**config.mk**
```make
export PLATFORM = sky130hd
export DESIGN_NAME = control
export DESIGN_NICKNAME = d
export VERILOG_FILES = /design/src/rtl/control.sv
export SDC_FILE = /design/constraint.sdc
export NUM_CORES = 1
export LEC_CHECK = 0
export BUFFER_PORTS_ARGS = -buffer_cell sky130_fd_sc_hd__buf_2
export CAP_MARGIN = 20
export CORE_AREA = 5 5 178 180
export CTS_BUF_LIST = sky130_fd_sc_hd__clkbuf_16
export DETAILED_ROUTE_END_ITERATION = 10
export DIE_AREA = 0 0 183 185
export GPL_TIMING_DRIVEN = 0
export PLACE_DENSITY = 0.58
export SYNTH_ARGS = -nofsm -noshare
export SYNTH_HDL_FRONTEND = slang
export SYNTH_SLANG_ARGS = --single-unit
```
**constraint.sdc**
```tcl
create_clock -name clk -period 3.8 [get_ports clk]
set_clock_uncertainty 0.1 [all_clocks]
set_input_delay 0.76 -clock clk [delete_from_list [all_inputs] [get_ports clk]]
set_output_delay 0.76 -clock clk [all_outputs]
set_load 0.02 [all_outputs]
```
**src/rtl/control.sv**
```systemverilog
// control: 8x8 Game of Life grid register with IDLE/RUN control.
// Loads SEED or advances one generation per RUN edge.
module control #(
  parameter logic [63:0] SEED = 64'h0000_0000_0007_0402
) (
  input  logic        clk,
  input  logic        reset,
  input  logic        start,
  input  logic        sel,
  output logic [63:0] q
);

  typedef enum logic {
    IDLE = 1'b0,
    RUN  = 1'b1
  } state_t;

  state_t      state;
  logic [63:0] nxt;

  // Next generation for all 64 cells; off-grid cells are dead.
  function automatic logic [63:0] life(
    input logic [63:0] g
  );
    logic [63:0] n;
    logic [3:0]  cnt;
    logic [5:0]  idx;
    logic        inr;
    n = '0;
    for (int r = 0; r < 8; r++) begin
      for (int c = 0; c < 8; c++) begin
        cnt = 4'd0;
        for (int dr = -1; dr <= 1; dr++) begin
          for (int dc = -1; dc <= 1; dc++) begin
            inr = (r + dr >= 0) && (r + dr < 8)
               && (c + dc >= 0) && (c + dc < 8)
               && !(dr == 0 && dc == 0);
            idx = inr ? 6'(8 * (r + dr) + (c + dc))
                      : 6'd0;
            if (inr)
              cnt = cnt + {3'b000, g[idx]};
          end
        end
        idx = 6'(8 * r + c);
        if (g[idx])
          n[idx] = (cnt == 4'd2) || (cnt == 4'd3);
        else
          n[idx] = (cnt == 4'd3);
      end
    end
    return n;
  endfunction

  // Combinational evolve of the current grid.
  always_comb begin
    nxt = life(q);
  end

  // IDLE/RUN state machine owning the registered grid.
  always_ff @(posedge clk or posedge reset) begin
    if (reset) begin
      state <= IDLE;
      q     <= '0;
    end else begin
      unique case (state)
        IDLE: begin
          if (start)
            state <= RUN;
        end
        RUN: begin
          if (!start)
            state <= IDLE;
          else
            q <= sel ? nxt : SEED;
        end
        default: state <= IDLE;
      endcase
    end
  end

endmodule

```
# Word-level counts from Yosys, hierarchy flattened
# Cells that the tools add are included.
[totals] regBits=65 input_bits=4 out_inout_bits=64
[op_classes] n_addsub=349 n_eq_ne=128 n_mux=66 n_reduce_logical=65
[op_table] op="4-bit by 1-bit adder with 4-bit output" count=181
[op_table] op="4-bit by 2-bit == test with 1-bit output (second input constant)" count=122
[op_table] op="3-bit by 1-bit adder with 4-bit output" count=54
[op_table] op="2-bit by 1-bit adder with 3-bit output" count=57
[op_table] op="1-bit by 1-bit adder with 2-bit output" count=57
[op_table] op="1-bit 2-to-1 mux" count=65
[op_table] op="1-bit logical OR" count=64
[op_table] op="64-bit 2-to-1 mux" count=1
[op_table] op="3-bit by 2-bit == test with 1-bit output (second input constant)" count=6
[op_table] op="2-bit AND reduction" count=1

# Longest topological paths before layout
# Gate-level depths: netlist of the first run.
[logic_depth] depth_word=11 depth_mapped=10 depth_no_buf=10

# Worst setup path before layout of the first run
# OpenSTA, ideal clock, no wires.
[synth_timing] path_kind="register -> register" startpoint="register q[18]" endpoint="register q[27]" arrival_ps=3466 slack_ps=157 path_stages_with_launch=11 n_path_buf=0 synth_period_minus_slack_ps=3643 cell_sequence="dfrtp_1 -> inv_1 -> fa_1 -> fa_1 -> fa_1 -> inv_1 -> ha_1 -> fa_1 -> nand4_1 -> a211o_1 -> a21oi_1"
[synth_via] elab_chain_cells=11 word_cells_on_any_way=12
[synth_lines] item="start, declared" line="10" rtl="output logic [63:0] q"
[synth_lines] item="start signal, assigned" line="74" rtl="q <= sel ? nxt : SEED;"
[synth_lines] item="1-bit by 1-bit adder with 2-bit output *" line="41" rtl="cnt = cnt + {3'b000, g[idx]};"
[synth_lines] item="2-bit by 1-bit adder with 3-bit output *" line="41"
[synth_lines] item="3-bit by 1-bit adder with 4-bit output *" line="41"
[synth_lines] item="4-bit by 1-bit adder with 4-bit output * (4 in series)" line="41"
[synth_lines] item="4-bit by 2-bit == test with 1-bit output (on tied branches)" line="46, 48"
[synth_lines] item="1-bit logical OR" line="46" rtl="n[idx] = (cnt == 4'd2) || (cnt == 4'd3);"
[synth_lines] item="1-bit 2-to-1 mux *" line="45" rtl="if (g[idx])"
[synth_lines] item="64-bit 2-to-1 mux *" line="74"
# Mark *: on every way between the ends. The rest lies on a longest branch, timed or not.
# A chain may end at the register's enable or synchronous reset.

# Worst setup path in the final report of the first run
[layout_timing] startpoint="register q[28]" endpoint="register q[37]"
# Same word-level chain as after synthesis.

==> out/metrics.yaml, run 1 <==
status:
  status: "finished clean"
layout:
  nNetsFinal: 1481
  n_antenna_cell: 0
  layout.cells.non_filler: 1547
  fin_area_mm2: 0.0120
  syn_to_final_growth_pct: 17.0
  final_common_cell: "inv_1"
  drive_gt1_frac: 0.174
  final_cell_mix: "inv_1, fa_1, ha_1"
timing:
  period_minus_slack_ns: 3.72
  setup-tns-final_ns: 0
  slew_headroom: 0.281
  fin_crit_sh: 0.979
  worst_pin_slew_ns: 1.08
  report.final.slew_viol_count: 0
  max_freq_mhz: 269
  finalHoldViolCount: 0
  hold_ws_ns: 0.328
  setup_viol: 0
grt:
  grt_max_degree: 40
  grt_usage: 0.165
  grt_first_pass_wirelength_mm: 43.5
  antenna_found_initial: 0
  grt_pass1_vias: 7868
  overflow: 0
synthesis:
  ys_seq_area_frac: 0.159
  synth_edf_count: 0
  yosysUniqueCellTypes: 38
  syn_area_mm2: 0.0102
  avgSynthCellArea_um2: 10.2
  synthFlopType: "dfrtp_1"
  async_reset_ff_frac: 1.00
  yosys_warnings: 0
  synth_nets: 1342
  ys_ff_latch: 65
  synth_cells: 1007
worst_setup_path:
  r2r_cells: 10
  worst_setup_path_start_kind: "flop"
  reg2reg_from: "q[28]"
  critical_path_class: "flop to flop"
  regToRegEndpoint: "q[37]"
  critPathCapture: "q[37]"
  r2r_slack_ns: 0.08
  required_ns: 3.97
  worstPathArrival_ns: 3.89
  crit_start: "q[28]"
  critPathMaxFanout: 4
  end_kind: "flop"
placed_design:
  dp_hpwl_mm: 20.1
  place_area_mm2: 0.0111
  gp_congestion: 0.804
  io_buffers: 66
  dp_cells: 1470
die:
  initial_core_util: 0.341
  dieArea_mm2: 0.0339
  ios: 68
  coreArea_mm2: 0.0300
  dieHeight_um: 185
  die_w_um: 183
  fp-row-count: 64
clocking:
  clk_path_buf_depth: 2
  clk_latency_ns: 0.35
  cts.clk_slew.worst_paths_ns: 0.06
  cts_tree: "built"
  numCtsBuffers: 9
  postCtsHoldBufs: 0
  cts_sinks: 65
  cts.root.buffer_cell: "clkbuf_16"
  h-tree-depth: 3
route:
  vias: 7441
  drc: 0
  routed_wl_mm: 27.0
  post_drt_wl_per_cell_um: 17.5
  viasPerCell: 4.81
  ant_nets: 0
  drt_iter0_drc: 293
  drt-pass1-iter-count: 4
job:
  max_cap_viol_count: 0
hold_path:
  hold_class: "input pin to asynchronous set/reset pin"
[state kept, by name, summed over array words and instances (netlist names)]
signal	cells
state	1
q	64
[synthesized netlist by cell type, types with 2 or more instances]
cell type	instances	share of area
inv_1	263	0.096
fa_1	196	0.38
ha_1	135	0.16
a21oi_1	81	0.040
dfrtp_1	65	0.16
nor2_1	33	0.012
a31oi_1	30	0.018
o21ai_0	30	0.015
nand2_1	25	0.0092
nand4_1	24	0.015
and2_1	18	0.011
a211o_1	15	0.013
buf_2	15	0.0073
nand3b_1	15	0.011
a21boi_0	7	0.0051
and4b_1	6	0.0059
nand3_1	5	0.0024
nor2b_1	5	0.0031
clkbuf_1	4	0.0015
nor4bb_1	4	0.0039
o31a_1	4	0.0034
buf_4	3	0.0022
nand2b_1	3	0.0018
nand4bb_1	3	0.0033
nor3_1	3	0.0015
a22oi_1	2	0.0015
nor3b_1	2	0.0015
[per-layer routing]
metal / GRT usage / share of wire / vias to the layer above
met5: 0 / 0 / -
met4: 0.0501 / 0.025 / 0
met3: 0.0249 / 0.038 / 35
met2: 0.280 / 0.49 / 121
met1: 0.219 / 0.44 / 3766
li1: - / - / 3519
[kinds of logic after synthesis]
family                   after synthesis  synth area share
flip-flops                            65             0.159
AND/OR/NAND/NOR                      151            0.0852
AO/OA/AOI/OAI                        174            0.0997
adder cells (fa/ha/maj)              331             0.548
buffers and inverters                286             0.108
[metrics by stage]
| stage | util | setup slack, ns |
|---|---|---|
| after floorplan | - | 0.157 |
| after global placement | 0.369 | -0.250 |
| after detailed placement | 0.370 | -0.0620 |
| after CTS | 0.382 | 0.00710 |
| after global routing | 0.399 | -0.00828 |
| final | 0.399 | 0.0793 |
[worst max-delay path, cell delays in order (launching register included)]
cell and delay, ns:
dfrtp_1 0.52, clkinvlp_4 0.24, fa_1 0.59, fa_1 0.43
fa_1 0.49, inv_1 0.04, ha_1 0.20, fa_1 0.51
nand4_1 0.11, a211o_1 0.29, a21oi_1 0.12
[area by class of cell]
| class | instances | area, µm² |
|---|---|---|
| repair buffers | 128 | 828 |
| multi-input cells | 656 | 7510 |
| fillers | 2950 | 18000 |
| inverters | 263 | 1080 |
| clock inverters | 7 | 85.1 |
| well taps | 396 | 495 |
| clock buffers | 9 | 225 |
| plain buffers | 23 | 124 |
| flip-flops and latches | 65 | 1640 |
[worst min path at each step]
stage,from,endpoint,depth (start not counted)
global route,reset,q[9],2
global placement,q[63],q[63],2
detailed placement,q[63],q[63],2
CTS,reset,q[9],2
floorplan,q[63],q[63],2
finish,reset,q[9],2
[what timing repair did]
action                                  in CTS  in global routing
endpoints found under the setup margin       7                 21
setup buffers                                7                 54
gates cloned                                 0                  0
gates resized for setup                      8                 29
Power of run 1 is not shown: default switching activity piles up to over one toggle a cycle in this logic, so the estimate is an artifact.
==> run 2, diff against run 1 <==
--- a/config.mk
+++ b/config.mk
@@ -6,13 +6,12 @@
 export NUM_CORES = 1
 export LEC_CHECK = 0
 export BUFFER_PORTS_ARGS = -buffer_cell sky130_fd_sc_hd__buf_2
-export CAP_MARGIN = 20
 export CORE_AREA = 5 5 178 180
 export CTS_BUF_LIST = sky130_fd_sc_hd__clkbuf_16
 export DETAILED_ROUTE_END_ITERATION = 10
 export DIE_AREA = 0 0 183 185
 export GPL_TIMING_DRIVEN = 0
-export PLACE_DENSITY = 0.58
+export PLACE_DENSITY_LB_ADDON = 0.2
 export SYNTH_ARGS = -nofsm -noshare
 export SYNTH_HDL_FRONTEND = slang
 export SYNTH_SLANG_ARGS = --single-unit
==> constraint.sdc (replaced) <==
create_clock -name clk -period 3.8 [get_ports clk]
set_clock_uncertainty 0.1 [all_clocks]
set_input_delay 0.76 -clock clk [delete_from_list [all_inputs] [get_ports clk]]
set_output_delay 0.76 -clock clk [all_outputs]
set_load 0.01 [all_outputs]
==> run 2 against run 1 <==
Die area stayed put. First-iteration DRC count grew 13%. Hold slack got worse by 0.047 ns. Non-clock buffer count grew 2. Clock-buffer cell count stayed put. Sequential share of layout area up 0.054 points. Core utilization shrank 0.067 points. Maximum frequency up 1.5%. Cell count hardly changed. Design area shrank 0.17%.
==> out/metrics.yaml, run 2 (same netlist as run 1, synthesis figures left out) <==
status:
  status: "finished clean"
route:
  drt_iter0_drc: 331  # +13%
  ant_nets: 0  # unchanged
  post_drt_wl_per_cell_um: 17.6  # +0.66%
  drc: 0  # unchanged
  viasPerCell: 4.80  # -0.15%
  routed_wl_mm: 27.2  # +0.72%
  vias: 7435  # -0.081%
  drt-pass1-iter-count: 4  # unchanged
die:
  fp-row-count: 64  # unchanged
  dieArea_mm2: 0.0339  # unchanged
  die_w_um: 183  # unchanged
  ios: 68  # unchanged
  initial_core_util: 0.341  # unchanged
  coreArea_mm2: 0.0300  # unchanged
  dieHeight_um: 185  # unchanged
hold_path:
  hold_class: "input pin to asynchronous set/reset pin"
clocking:
  clk_latency_ns: 0.35  # about the same
  numCtsBuffers: 9  # unchanged
  cts.clk_slew.worst_paths_ns: 0.07  # about the same
  cts_sinks: 65  # unchanged
  postCtsHoldBufs: 0  # unchanged
  cts_tree: "built"
  cts.root.buffer_cell: "clkbuf_16"
  h-tree-depth: 3  # unchanged
  clk_path_buf_depth: 2  # unchanged
placed_design:
  io_buffers: 66  # unchanged
  dp_hpwl_mm: 20.5  # +1.7%
  dp_slack_ns: -0.0457  # +0.0163 ns
  gp_congestion: 0.807  # +0.32%
worst_setup_path:
  critical_path_class: "flop to flop"
  critPathSlowestCell: "fa_1"
  path_cells: "clkinvlp_4, fa_1, fa_1, fa_1, inv_1, ha_1, fa_1, nand4_1, a211o_1, a21oi_1"
  crit_buf_inv: 2  # unchanged
  cp.depth: 10  # unchanged
  critPathTopFamily: "adder cells"
  required_ns: 3.97  # about the same
  end_kind: "flop"
  critPathMaxFanout: 6  # +2
  worst_setup_path_start_kind: "flop"
  slowest_delay_ns: 0.60  # about the same
  worstPathArrival_ns: 3.84  # -0.05 ns
  r2r_cells: 10  # unchanged
  cp_common_cell: "fa_1"
grt:
  overflow: 0  # unchanged
  grt_pass1_vias: 7962  # +1.2%
  grt_usage: 0.168  # +0.00333
  grt_first_pass_wirelength_mm: 44.1  # +1.5%
  grt_max_degree: 48  # +20%
  antenna_found_initial: 1  # +1
timing:
  worst_slack_ns: 0.133  # +0.0539 ns
  finalHoldViolCount: 0  # unchanged
  fin_crit_sh: 0.965  # -0.0142
  hold_ws_ns: 0.281  # -0.0472 ns
  max_freq_mhz: 273  # +1.5%
  slew_headroom: 0.253  # -0.0279
  worst_pin_slew_ns: 1.12  # +0.0418 ns
  setup-tns-final_ns: 0  # unchanged
  period_minus_slack_ns: 3.67  # -0.0539 ns
  setup_viol: 0  # unchanged
  report.final.slew_viol_count: 0  # unchanged
layout:
  drive_gt1_frac: 0.179  # +0.00506
  final_cell_mix: "inv_1, fa_1, ha_1"
  n_antenna_cell: 0  # unchanged
  largest_reg_flops: 64  # unchanged
  final_common_cell: "inv_1"
  top_register: "q"
  syn_to_final_growth_pct: 16.8
  nNetsFinal: 1483  # +0.14%
  largest_registers: "q x64, state x1"
job:
  max_cap_viol_count: 0  # unchanged
run 2: changes by cell type in the layout (fill, tap and decap cells not counted), sizes merged:
cell / before / now
bufinv: 2 / 1
buf: 147 / 149
inv: 240 / 239
clkinvlp: 24 / 25
run 2: metal layers:
layer,vias to the layer above,routed length [µm],track usage
li1,3518,-,-
met1,3793,12500,0.227
met2,97,13200,0.286
met3,27,920,0.0208
met4,0,622,0.0486
met5,-,0,0
run 2: timing repair:
action                     in CTS  in global routing
cloned                          0                  0
setup buffers                   8                 55
resized for setup              10                 33
pin swaps                       0                  1
setup endpoints to repair       8                 25
run 2: cell type report:
class                           count  area (µm²)
Sequential cell                    65        1650
Timing Repair Buffer              130         831
Buffer                             23         124
Fill cell                        3001       18100
Tap cell                          396         495
Clock buffer                        9         225
Inverter                          263        1080
Clock inverter                      6        51.3
Multi-Input combinational cell    656        7510
run 2: through the flow:
step | instance area (µm²) | std cells | utilization
2_1_floorplan | 10200 | 1007 | -
3_3_place_gp | 11100 | 1469 | 0.369
3_5_place_dp | 11100 | 1470 | 0.370
4_1_cts | 11500 | 1493 | 0.382
5_1_grt | 12000 | 1548 | 0.398
6_report | 12000 | 1548 | 0.398
run 2: worst paths after layout:
check                      startpoint     to  slack [ns]
max                             q[29]  q[38]        0.13
min                             reset  q[17]        0.28
max reg2reg                     q[29]  q[38]        0.13
min reg2reg                     q[63]  q[63]        0.44
max in group asynchronous       reset  q[34]        2.68
min in group clk                q[63]  q[63]        0.44
Power of run 2 is left out for the same reason.
==> run 3, diff against run 2 <==
--- a/config.mk
+++ b/config.mk
@@ -5,13 +5,15 @@
 export SDC_FILE = /design/constraint.sdc
 export NUM_CORES = 1
 export LEC_CHECK = 0
+export ABC_AREA = 1
 export BUFFER_PORTS_ARGS = -buffer_cell sky130_fd_sc_hd__buf_2
-export CORE_AREA = 5 5 178 180
+export CORE_AREA = 5 5 182 184
 export CTS_BUF_LIST = sky130_fd_sc_hd__clkbuf_16
 export DETAILED_ROUTE_END_ITERATION = 10
-export DIE_AREA = 0 0 183 185
+export DIE_AREA = 0 0 187 189
 export GPL_TIMING_DRIVEN = 0
 export PLACE_DENSITY_LB_ADDON = 0.2
+export SLEW_MARGIN = 0
 export SYNTH_ARGS = -nofsm -noshare
 export SYNTH_HDL_FRONTEND = slang
 export SYNTH_SLANG_ARGS = --single-unit
==> run 3 against run 2 <==
Synthesized cell count grew 23%. First-iteration DRC count grew 11%. Via count grew 5.6%. Global-route usage shrank 0.67 points. Hold slack gained 0.0097 ns. Routed wire length shrank 0.89%. Non-clock buffer count shrank 22. Worst setup slack gained 0.054 ns. Highest routed layer unchanged.
==> out/metrics.yaml, run 3 <==
worst_setup_path:
  critPathCapture: "q[35]"
  worst_setup_path_start_kind: "flop"
  crit_start: "q[26]"
  path_cells: "clkinvlp_4, fa_1, fa_1, fa_1, inv_1, ha_1, fa_1, nand2_1, a21oi_1, nand2_1, a21boi_1"
  reg2reg_from: "q[26]"
  r2r_slack_ns: 0.19  # +0.05 ns
  end_kind: "flop"
  regToRegEndpoint: "q[35]"
  slowest_delay_ns: 0.61  # about the same
  required_ns: 3.97  # about the same
  r2r_cells: 11  # +1
  critPathSlowestCell: "fa_1"
  worstPathArrival_ns: 3.78  # -0.06 ns
  critPathMaxFanout: 6  # unchanged
  critical_path_class: "flop to flop"
  cp_common_cell: "fa_1"
timing:
  finalHoldViolCount: 0  # unchanged
  rsz0062_at_grt: "yes"
  slew_headroom: 0.384  # +0.131
  hold_ws_ns: 0.291  # +0.00967 ns
  setup_viol: 0  # unchanged
  worst_pin_slew_ns: 0.924  # -0.196 ns
  max_freq_mhz: 277  # +1.5%
  period_minus_slack_ns: 3.61  # -0.0539 ns
  fin_crit_sh: 0.951  # -0.0142
  report.final.slew_viol_count: 0  # unchanged
grt:
  grt_first_pass_wirelength_mm: 44.9  # +1.8%
  antenna_found_initial: 0  # -1
  grt_usage: 0.161  # -0.00669
  grt_max_degree: 45  # -6.3%
  grt_pass1_vias: 8356  # +4.9%
  overflow: 0  # unchanged
layout:
  final_common_cell: "inv_1"
  final_cell_mix: "inv_1, nand2_1, fa_1"
  syn_to_final_growth_pct: 14.2
  nNetsFinal: 1701  # +15%
  largest_reg_flops: 64  # unchanged
  drive_gt1_frac: 0.120  # -0.0584
  top_register: "q"
  largest_registers: "q x64, state x1"
  n_antenna_cell: 0  # unchanged
route:
  drc: 0  # unchanged
  routed_wl_mm: 27.0  # -0.89%
  viasPerCell: 4.43  # -7.7%
  vias: 7854  # +5.6%
  drt-pass1-iter-count: 5  # +1
  post_drt_wl_per_cell_um: 15.2  # -13%
  drt_iter0_drc: 368  # +11%
  ant_nets: 0  # unchanged
clocking:
  cts.root.buffer_cell: "clkbuf_16"
  numCtsBuffers: 9  # unchanged
  cts_sinks: 65  # unchanged
  h-tree-depth: 3  # unchanged
  clk_latency_ns: 0.35  # about the same
  clk_path_buf_depth: 2  # unchanged
  cts.clk_slew.worst_paths_ns: 0.07  # about the same
  cts_tree: "built"
synthesis:
  synth_cells: 1243  # +23%
  ys_ff_latch: 65  # unchanged
  synth_nets: 1578  # +18%
  synthTopCellsByArea: "fa_1, ha_1, dfrtp_1"
  synth_area_leader_cell: "fa_1"
  synth_top_area_frac: 0.365  # -0.0176
  synth_edf_count: 0  # unchanged
  yosysMostFrequentCell: "inv_1"
  netlist_top_cells_count: "inv_1, nand2_1, fa_1, ha_1, dfrtp_1"
  avgSynthCellArea_um2: 8.64  # -15%
  syn_area_mm2: 0.0107  # +4.8%
  synthFlopType: "dfrtp_1"
  yosysUniqueCellTypes: 19  # -50%
  async_reset_ff_frac: 1.00  # unchanged
  ys_seq_area_frac: 0.151  # -0.00729
  yosys_warnings: 0  # unchanged
status:
  status: "finished clean"
placed_design:
  io_buffers: 67  # +1.5%
  gp_congestion: 0.819  # +1.5%
  dp_hpwl_mm: 20.8  # +1.3%
die:
  coreArea_mm2: 0.0312  # +4.0%
  initial_core_util: 0.344  # +0.00266
  ios: 68  # unchanged
  dieHeight_um: 189  # +2.2%
  fp-row-count: 65  # +1.6%
  dieArea_mm2: 0.0353  # +4.4%
  die_w_um: 187  # +2.2%
job:
  max_cap_viol_count: 0  # unchanged
hold_path:
  hold_class: "input pin to asynchronous set/reset pin"
run 3: changes by cell type in the layout (fill, tap and decap cells not counted), sizes merged, moves of 20 or more:
| cell | previous run | this run |
|---|---|---|
| nand2 | 25 | 272 |
| nand3 | 5 | 31 |
| a21oi | 81 | 42 |
| buf | 149 | 129 |
| nand4 | 24 | 0 |
| a31oi | 30 | 0 |
| a21boi | 7 | 30 |
| inv | 239 | 352 |
run 3: what timing repair did:
item	CTS	global route
buffers inserted	0	44
hold buffers	0	0
gates resized for setup	0	21
endpoints found under the setup margin	0	18
run 3: per-layer routing:
layer / wire, µm / vias to the layer above / GRT usage / share of wire
met1: 12500 / 3850 / 0.218 / 0.46
met3: 954 / 17 / 0.0151 / 0.035
li1: - / 3884 / - / -
met2: 13200 / 103 / 0.282 / 0.49
met5: 0 / - / 0 / 0
met4: 273 / 0 / 0.0390 / 0.010
run 3: critical path: cells and delay by family, from the launching register on:
kind | cells | cell delay [ns]
compound gates | 2 | 0.23
fa+ha+maj | 5 | 2.24
buf+inv | 2 | 0.32
flops | 1 | 0.54
simple gates | 2 | 0.12
run 3: cells by family after synthesis:
family,synth area share
buffers and inverters,0.141
AND/OR/NAND/NOR,0.128
adder cells (fa/ha/maj),0.523
AO/OA/AOI/OAI,0.0569
flip-flops,0.151
run 3: through the flow:
step | setup WS [ns] | cells | instance area, µm² | utilization | setup TNS, ns
3_3_place_gp | -0.367 | 1712 | 11600 | 0.371 | -22.92
6_report | 0.187 | 1772 | 12300 | 0.393 | 0
2_1_floorplan | 0.413 | 1243 | 10700 | - | 0
4_1_cts | 0.0216 | 1728 | 11900 | 0.380 | 0
5_1_grt | -0.0400 | 1772 | 12300 | 0.393 | -0.0456
3_5_place_dp | 0.0166 | 1713 | 11600 | 0.372 | 0
run 3: worst min-delay path by stage:
stage	to	slack, ns	from	cells past startpoint
after global placement	q[17]	0.53	q[17]	2
final	q[7]	0.29	reset	2
after CTS	q[7]	0.30	reset	2
after detailed placement	q[0]	0.53	q[0]	2
after global routing	q[0]	0.31	reset	2
after floorplan	q[0]	0.51	q[0]	2
run 3: final cells by class:
cell class	instances	area, µm²
Buffer	19	133
Clock buffer	9	225
Clock inverter	6	27.5
Fill cell	3275	19000
Inverter	368	1450
Multi-Input combinational cell	791	7600
Sequential cell	65	1630
Tap cell	402	503
Timing Repair Buffer	112	693
Power of run 3 is left out for the same reason.
